### src/rtl/disp_share_arb.sv
// rtl/disp_share_arb.sv - round-robin time-share of one 7-seg digit and LED bank
module disp_share_arb #(
    parameter int   NUM_REQ      = 4,
    parameter int   CLK_IN_MHZ   = 100,
    parameter int   TICK_CYCLES  = CLK_IN_MHZ * 1000,
    parameter int   HOLD_TICKS   = 500,
    parameter logic LED_POLARITY = 1'b1
) (
    input  logic                   clk_i,
    input  logic                   rstn_i,
    input  logic [NUM_REQ-1:0]     req_i,
    input  logic [8*NUM_REQ-1:0]   seg_data_i,
    input  logic [8*NUM_REQ-1:0]   led_data_i,
    output logic [NUM_REQ-1:0]     grant_o,
    output logic [7:0]             seg_display_o,
    output logic [7:0]             led_display_o,
    output logic                   busy_o
);
    localparam int TW = (TICK_CYCLES > 1) ? $clog2(TICK_CYCLES) : 1;
    localparam int HW = $clog2(HOLD_TICKS + 1);
    localparam int IW = $clog2(NUM_REQ);
    localparam logic [TW-1:0] TICK_MAX = TW'(TICK_CYCLES - 1);
    localparam logic [HW-1:0] HOLD_MAX = HW'(HOLD_TICKS);
    localparam logic [IW:0]   NREQ_W   = (IW+1)'(NUM_REQ);
    localparam logic [IW-1:0] LAST_IDX = IW'(NUM_REQ - 1);
    localparam logic [7:0]    BLANK    = {8{~LED_POLARITY}};

    typedef enum logic [1:0] {IDLE, OWN, GAP} state_t;

    state_t             state_q, state_d;
    logic [NUM_REQ-1:0] grant_q, grant_d;
    logic [IW-1:0]      owner_q, owner_d;
    logic [IW-1:0]      rr_ptr_q, rr_ptr_d;
    logic [TW-1:0]      tick_q, tick_d;
    logic [HW-1:0]      hold_q, hold_d;
    logic [7:0]         seg_q, seg_d;
    logic [7:0]         led_q, led_d;

    logic [IW-1:0]      win;
    logic [IW:0]        idx;
    logic [7:0]         own_seg, own_led;
    logic [HW-1:0]      hold_inc;
    logic               tick_wrap;
    logic               owner_req;
    logic               others_req;

    always_ff @(posedge clk_i or negedge rstn_i) begin
        if (!rstn_i) begin
            state_q  <= IDLE;
            grant_q  <= '0;
            owner_q  <= '0;
            rr_ptr_q <= '0;
            tick_q   <= '0;
            hold_q   <= '0;
            seg_q    <= BLANK;
            led_q    <= BLANK;
        end else begin
            state_q  <= state_d;
            grant_q  <= grant_d;
            owner_q  <= owner_d;
            rr_ptr_q <= rr_ptr_d;
            tick_q   <= tick_d;
            hold_q   <= hold_d;
            seg_q    <= seg_d;
            led_q    <= led_d;
        end
    end

    // Lowest rotated offset wins, so iterate downward and let later hits overwrite.
    always_comb begin
        win = rr_ptr_q;
        idx = '0;
        for (int i = NUM_REQ - 1; i >= 0; i--) begin
            idx = {1'b0, rr_ptr_q} + (IW+1)'(i);
            if (idx >= NREQ_W) idx = idx - NREQ_W;
            if (req_i[idx[IW-1:0]]) win = idx[IW-1:0];
        end
    end

    always_comb begin
        own_seg = '0;
        own_led = '0;
        for (int k = 0; k < NUM_REQ; k++) begin
            if (owner_q == IW'(k)) begin
                own_seg = seg_data_i[8*k +: 8];
                own_led = led_data_i[8*k +: 8];
            end
        end
    end

    // hold_inc is the hold count after this edge; preempting on it makes the
    // ownership exactly HOLD_TICKS*TICK_CYCLES cycles long.
    always_comb begin
        tick_wrap  = (tick_q == TICK_MAX);
        hold_inc   = (tick_wrap && hold_q != HOLD_MAX) ? hold_q + 1'b1 : hold_q;
        owner_req  = |(req_i & grant_q);
        others_req = |(req_i & ~grant_q);
        state_d    = state_q;
        owner_d    = owner_q;
        rr_ptr_d   = rr_ptr_q;
        tick_d     = tick_q;
        hold_d     = hold_q;
        case (state_q)
            IDLE: begin
                if (|req_i) begin
                    state_d = OWN;
                    owner_d = win;
                    tick_d  = '0;
                    hold_d  = '0;
                end
            end
            OWN: begin
                tick_d = tick_wrap ? '0 : tick_q + 1'b1;
                hold_d = hold_inc;
                if (!owner_req || (hold_inc == HOLD_MAX && others_req)) begin
                    state_d  = GAP;
                    rr_ptr_d = (owner_q == LAST_IDX) ? '0 : owner_q + 1'b1;
                end
            end
            GAP:     state_d = IDLE;
            default: state_d = IDLE;
        endcase
    end

    always_comb begin
        grant_d = '0;
        seg_d   = BLANK;
        led_d   = BLANK;
        if (state_q == IDLE && |req_i) begin
            grant_d = NUM_REQ'(1) << win;
        end else if (state_q == OWN && state_d == OWN) begin
            grant_d = grant_q;
            seg_d   = LED_POLARITY ? own_seg : ~own_seg;
            led_d   = LED_POLARITY ? own_led : ~own_led;
        end
    end

    assign grant_o       = grant_q;
    assign busy_o        = |grant_q;
    assign seg_display_o = seg_q;
    assign led_display_o = led_q;
endmodule

### config.mk
export PLATFORM = sky130hd
export DESIGN_NAME = disp_share_arb
export DESIGN_NICKNAME = d
export VERILOG_FILES = /design/src/rtl/disp_share_arb.sv
export SDC_FILE = /design/constraint.sdc
export NUM_CORES = 1
export LEC_CHECK = 0
export ABC_AREA = 1
export ABC_CLOCK_PERIOD_IN_PS = 2600
export CAP_MARGIN = 10
export CORE_UTILIZATION = 49
export DETAILED_ROUTE_END_ITERATION = 12
export PLACE_DENSITY_LB_ADDON = 0.08
export SYNTH_ARGS = -nofsm -noshare
export SYNTH_HDL_FRONTEND = slang
export SYNTH_SLANG_ARGS = --single-unit
export TNS_END_PERCENT = 5
### constraint.sdc
create_clock -name clk_i -period 2.6 [get_ports clk_i]
set_input_delay 0.39 -clock clk_i [delete_from_list [all_inputs] [get_ports clk_i]]
set_output_delay 0.39 -clock clk_i [all_outputs]
set_load 0.01 [all_outputs]
==> results.toml <==
[floorplan]
die_x_um = 85.3
die_y_um = 85.3
fp-row-count = 29
die_area_um2 = 7280
initial_core_util_pct = 52.1
pin_count = 91
core_um2 = 6530

[yosys]
syn_nets = 534
synth_cell_types = 33
synth.top_cells.by_area = "dfrtp_1 38%, nand2_1 10%, nand3_1 6.0%, nor2_1 6.0%, inv_1 5.5%"
yosys_warnings = 0
syn_area_um2 = 3400
seq_area_frac_synth_pct = 38.3
synth_top_area_share_pct = 38.3
avgSynthCellArea_um2 = 7.44
yosysTopAreaCell = "dfrtp_1"
synth-seq-cells = 52
synth_cells = 457

[power_and_ir_drop]
irDropWorstVdd_mv = 0.466
p_sw_share_pct = 46.5
seqPwrFrac_pct = 29.3
clockPowerShare_pct = 13.2
combinationalPowerShare_pct = 57.5
p_per_area_nw_per_um2 = 779
netSwitchingPower_mw = 1.63
intPower_mw = 1.88
p_leak_nw = 2.02
p_total_mw = 3.51

[outcome]
status = "completed"

[drt]
drcViolationCount = 0
wire_per_inst_um = 14.5
firstDrtPassIters = 4
wl_um = 9090
drt-initial-drc-count = 152
vias_per_cell = 5.46
ant_nets = 0
vias = 3420

[setup_path]
cp.arrival_ns = 2.58
worst_setup_path_start_kind = "flip-flop"
end_kind = "flip-flop"
crit_path_cell_trace = "ha_1, nand3_1, nor2_2, nand4_4, nand2_1, nand2_1, nor2_1, nand2_2, o21bai_1, nand2_1, nand2_1, nand2_1"
crit_family = "simple AND/OR/NAND/NOR gates"
critPathMaxFanout = 9
cpPeakStageDelay_ns = 0.42
worst_path_max_delay_cell = "dfrtp_1"
required_ns = 2.81
path_class = "reg2reg"
crit_buf_inv = 0
crit_path_frequent_cell = "nand2_1"

[layout]
final_common_cell = "nand2_1"
syn_to_final_growth_pct = 32.4
fin_nets = 625
drive_above_1_share_pct = 8.20
fin_util_pct = 68.9
insertedDiodeCount = 0
most-common-layout-cells = "91 x nand2_1, 89 x clkdlybuf4s50_1, 54 x nor2_1"
num-fill-cells = 582

[global_routing]
grt_pass1_wl_um = 15500
grt_pass1_vias = 3427
grt.overflow.total = 0
antenna_found_initial = 0
grt_max_degree = 27
grt_util_all_layers_pct = 26.6

[sta]
hold_viol = 0
finalClockSkew_ns = 0.0123
period_share_pct = 90.9
slew_viol_final = 0
final.setup.tns_ns = 0
fin_crit_ns = 2.36
rsz0062_at_grt = "no"
tightest_slew_ns = 0.619
fmax_ghz = 0.423
setup_violations = 0
slew_headroom_pct = 58.7

[clock_tree]
clock-sinks = 52
h-tree-depth = 2
cts_tree = "done"
clock_latency_ns = 0.31
cts_resized = 0
cts_buffers = 5
cts_root_buf = "clkbuf_8"
ctsLongestPathBuffers = 2
path_clk_slew_ns = 0.10

[worst_hold_path]
min_path_type = "in2async"

[run]
maxCapViolations = 0

[place]
gp_routability_congestion = 0.793
port_buffers = 90
dp_hpwl_um = 7050
## metal layers
layer  share of wire (%)  wire (um)  track usage (%)
met4                 1.7        156             7.88
met2                  49       4430             44.9
met3                 5.9        541             6.81
met1                  44       3970             33.6
met5                   0          0                0
## kinds of logic (layout without fill, tap and decap cells)
kind of cell	count (synthesis)	in the layout	synth area share, %
AND/OR/NAND/NOR	226	226	32.3
adder cells (fa/ha/maj)	7	7	2.58
XOR/XNOR	13	13	3.35
flip-flops	52	52	38.3
AO/OA/AOI/OAI	87	87	15.1
buffers and inverters	72	164	8.43
## through the flow
stage               cells  setup slack (ns)  instance area [um2]  hold WS, ns
finish                626             0.236                 4500        0.405
global route          626            0.0248                 4500        0.420
CTS                   623             0.211                 4470        0.409
floorplan             457             0.660                 3400       0.0944
global placement      614             0.307                 4370        0.212
detailed placement    614             0.215                 4370        0.212
## power groups by stage
stage,sequential (mW),clock [mW],combinational (mW)
after global placement,1.04,0,1.92
after floorplan,1.03,0,1.37
after detailed placement,1.04,0,1.98
after global routing,1.04,0.504,2.26
after CTS,1.03,0.467,1.99
final,1.03,0.463,2.02
## registers in the layout, indices dropped and copies added (netlist names)
name           flops
hold_q             9
led_display_o      8
grant_o            4
owner_q            2
state_q            2
seg_display_o      8
tick_q            17
rr_ptr_q           2
## cells in the mapped netlist
cell / n
nand4_4: 1
o21bai_1: 2
xnor2_1: 3
nor2_1: 54
inv_1: 50
nand3_4: 1
nand4_1: 12
nor3_1: 4
nor2_2: 2
inv_2: 2
nor2_4: 10
a32o_1: 1
nand2_2: 4
nor3_4: 1
o22ai_1: 17
ha_1: 7
o21ai_0: 16
a21oi_1: 32
a32oi_1: 1
clkinv_1: 2
nand3_1: 41
nand3_2: 3
a211oi_1: 11
xor2_1: 10
nand2_4: 1
buf_12: 1
a22oi_1: 5
o32ai_1: 1
nand2_1: 91
o21ai_1: 1
clkbuf_1: 17
nor4_1: 1
dfrtp_1: 52
## path summary, 6_finish.rpt
check	endpoint	depth (start not counted)	slack (ns)	startpoint
setup / recovery	rr_ptr_q[0]	12	0.24	tick_q[0]
hold reg to reg	tick_q[0]	1	0.55	tick_q[0]
max in group asynchronous	owner_q[0]	3	1.66	rstn_i
hold / removal	tick_q[12]	2	0.40	rstn_i
setup reg to reg	rr_ptr_q[0]	12	0.24	tick_q[0]
min in group clk_i	tick_q[0]	1	0.55	tick_q[0]
## what timing repair did
| action | CTS | global route |
|---|---|---|
| endpoints found under the setup margin | 0 | 3 |
| endpoints found under the hold margin | 4 | 0 |
| buffers inserted | 0 | 3 |
| hold buffers | 1 | 0 |
## final cells by class
class / count / area, um2 / area share [%]
Multi-Input combinational cell: 333 / 1810 / 40.3
Sequential cell: 52 / 1300 / 28.9
Timing Repair Buffer: 102 / 1000 / 22.2
Inverter: 54 / 203 / 4.50
Tap cell: 77 / 96.3 / 2.14
Clock buffer: 5 / 68.8 / 1.53
Clock inverter: 3 / 18.8 / 0.417
No activity file was read; power rests on OpenSTA's default activity.
==> RTL change: new RTL, config.mk and constraints unchanged <==
`HOLD_TICKS`: 500 -> 2000.
--- a/src/rtl/disp_share_arb.sv
+++ b/src/rtl/disp_share_arb.sv
@@ -5,3 +5,3 @@
     parameter int   TICK_CYCLES  = CLK_IN_MHZ * 1000,
-    parameter int   HOLD_TICKS   = 500,
+    parameter int   HOLD_TICKS   = 2000,
     parameter logic LED_POLARITY = 1'b1
Formal check against the unedited RTL: same outputs for any inputs over 10 cycles, from zero or initial values and one cycle with rstn_i low; that may be too few to reach the edited logic, so the function may still have changed.
==> RTL change against the original RTL <==
Critical path depth increased by 1; area after synthesis is 7.0% higher; power increased by 2.8%; setup slack improved by 0.017 ns; sequential cell count up 2; final area up 5.6%; routed wire length decreased by 0.48%; die area grew 6.8%.
==> RTL change: results <==
export IMPL_largest_registers="tick_q (17), hold_q (11)"
export IMPL_slew_headroom_pct=57.98
export IMPL_gpl_final_weighted_congestion=0.8377
export IMPL_ctsLongestPathBuffers=2
export IMPL_postSynth_asyncResetShare_pct=100.0
export IMPL_cts_root_buffer_cell="sky130_fd_sc_hd__clkbuf_8"
export IMPL_post_synth_num_cell_types=34
export IMPL_synthFlopType="sky130_fd_sc_hd__dfrtp_1"
export IMPL_synth_top_cells_by_count="97 x sky130_fd_sc_hd__nand2_1, 54 x sky130_fd_sc_hd__dfrtp_1, 52 x sky130_fd_sc_hd__nor2_1"
export IMPL_grt_antenna_before_repair=0
export IMPL_synth_seq_area_share_pct=37.14
export IMPL_grtUsageTotal_pct=25.09
export IMPL_register_ranked_first_by_flip_flop_count="tick_q"
export IMPL_route_vias_total=3508
export IMPL_preCtsSetupSlack_ns=0.3198
export IMPL_post_synthesis_net_count=560
export IMPL_num_fill_cells=635
export IMPL_yosys_warnings=0
export IMPL_grt_max_degree=34
export IMPL_drt_first_pass_iters=4
export IMPL_numPortBuffers=90
export IMPL_run_status="finished, final reports clean"
export IMPL_routed_wire_length_per_instance_um=13.51
export IMPL_detailed_place_hpwl_mm=6.922
export IMPL_clk_insertion_delay_late_ns=0.32
export IMPL_nets=647
export IMPL_crit_slowest_cell="sky130_fd_sc_hd__dfrtp_1"
export IMPL_clk_pin_slew_ns=0.11
export IMPL_cts_max_level=2
export IMPL_skew_ns=0.01659
export IMPL_first_global_vias=3230
export IMPL_tritoncts_num_buffers=5
export IMPL_max_vdd_ir_drop_mv=0.5511
export IMPL_insertedDiodeCount=0
export IMPL_grt_pass1_wl_mm=14.94
export IMPL_p_leak_nw=2.061
export IMPL_worst_endpoint_arrival_ns=2.58
export IMPL_synthTopCellsByArea="sky130_fd_sc_hd__dfrtp_1 37%, sky130_fd_sc_hd__nand2_1 10%, sky130_fd_sc_hd__nor2_1 5.4%"
export IMPL_crit_path_max_fanout=17
export IMPL_layout_drive_gt1_share_pct=10.16
export IMPL_ctsResizeCount=0
export IMPL_drtIter0Drc=166
export IMPL_critical_path_max_stage_delay_ns=0.42
export IMPL_holdCritPathClass="in -> async"
==> RTL change: kinds of logic after synthesis <==
kind of cell / synth area share, %
buffers and inverters: 7.703
AO/OA/AOI/OAI: 14.48
AND/OR/NAND/NOR: 35.14
flip-flops: 37.14
XOR/XNOR: 3.129
adder cells (fa/ha/maj): 2.407
==> RTL change: final timing paths <==
kind | startpoint | end | slack, ns | depth (start not counted)
setup / recovery | hold_q[0] | seg_display_o[7] | 0.25 | 13
hold / removal | rstn_i | tick_q[10] | 0.47 | 2
setup reg to reg | hold_q[0] | seg_display_o[7] | 0.25 | 13
hold reg to reg | tick_q[1] | tick_q[1] | 0.54 | 1
max in group asynchronous | rstn_i | tick_q[1] | 1.52 | 3
min in group clk_i | tick_q[1] | tick_q[1] | 0.54 | 1
==> RTL change: metrics by stage <==
stage | total power [mW] | area (µm²) | cells | hold slack, ns
final | 3.606 | 4752 | 670 | 0.4723
after global routing | 3.899 | 4752 | 670 | 0.4896
after CTS | 3.623 | 4752 | 670 | 0.4614
after detailed placement | 3.016 | 4626 | 661 | 0.2810
after global placement | 2.987 | 4626 | 661 | 0.2789
after floorplan | 2.433 | 3638 | 483 | 0.09441
==> RTL change: timing repair <==
action                                  CTS  global route
hold endpoints to repair                 11             0
setup buffers                             0             0
hold buffers                              1             0
endpoints found under the setup margin    0             0
==> RTL change: cell type report <==
type / count / area [µm²] / area share (%)
Inverter: 52 / 195.2 / 4.107
Timing Repair Buffer: 98 / 958.4 / 20.17
Multi-Input combinational cell: 359 / 2007 / 42.23
Clock buffer: 5 / 68.82 / 1.448
Sequential cell: 54 / 1351 / 28.44
Clock inverter: 3 / 47.55 / 1.001
Tap cell: 99 / 123.9 / 2.607
==> RTL change: where the power goes <==
part	switching (mW)	leakage, nW	internal, mW
clock	0.299	0.0591	0.294
combinational	1.22	1.26	0.728
sequential	0.109	0.738	0.957
==> RTL change: per-layer routing <==
layer	part of all wire [%]	global-route usage (%)	wire (µm)	vias up
li1	-	-	-	1781
met1	44	32.66	4027	1614
met2	48	40.07	4313	103
met3	6.8	8.765	615	10
met4	1.0	6.012	93	0
met5	0	0	0	-
==> RTL change: critical path: cells and delay by family (launching register included) <==
family / cells / cell delay [ns]
and+or+nand+nor: 10 / 1.35
DFF: 1 / 0.42
buffers and inverters: 2 / 0.28
adders and majority gates: 1 / 0.21
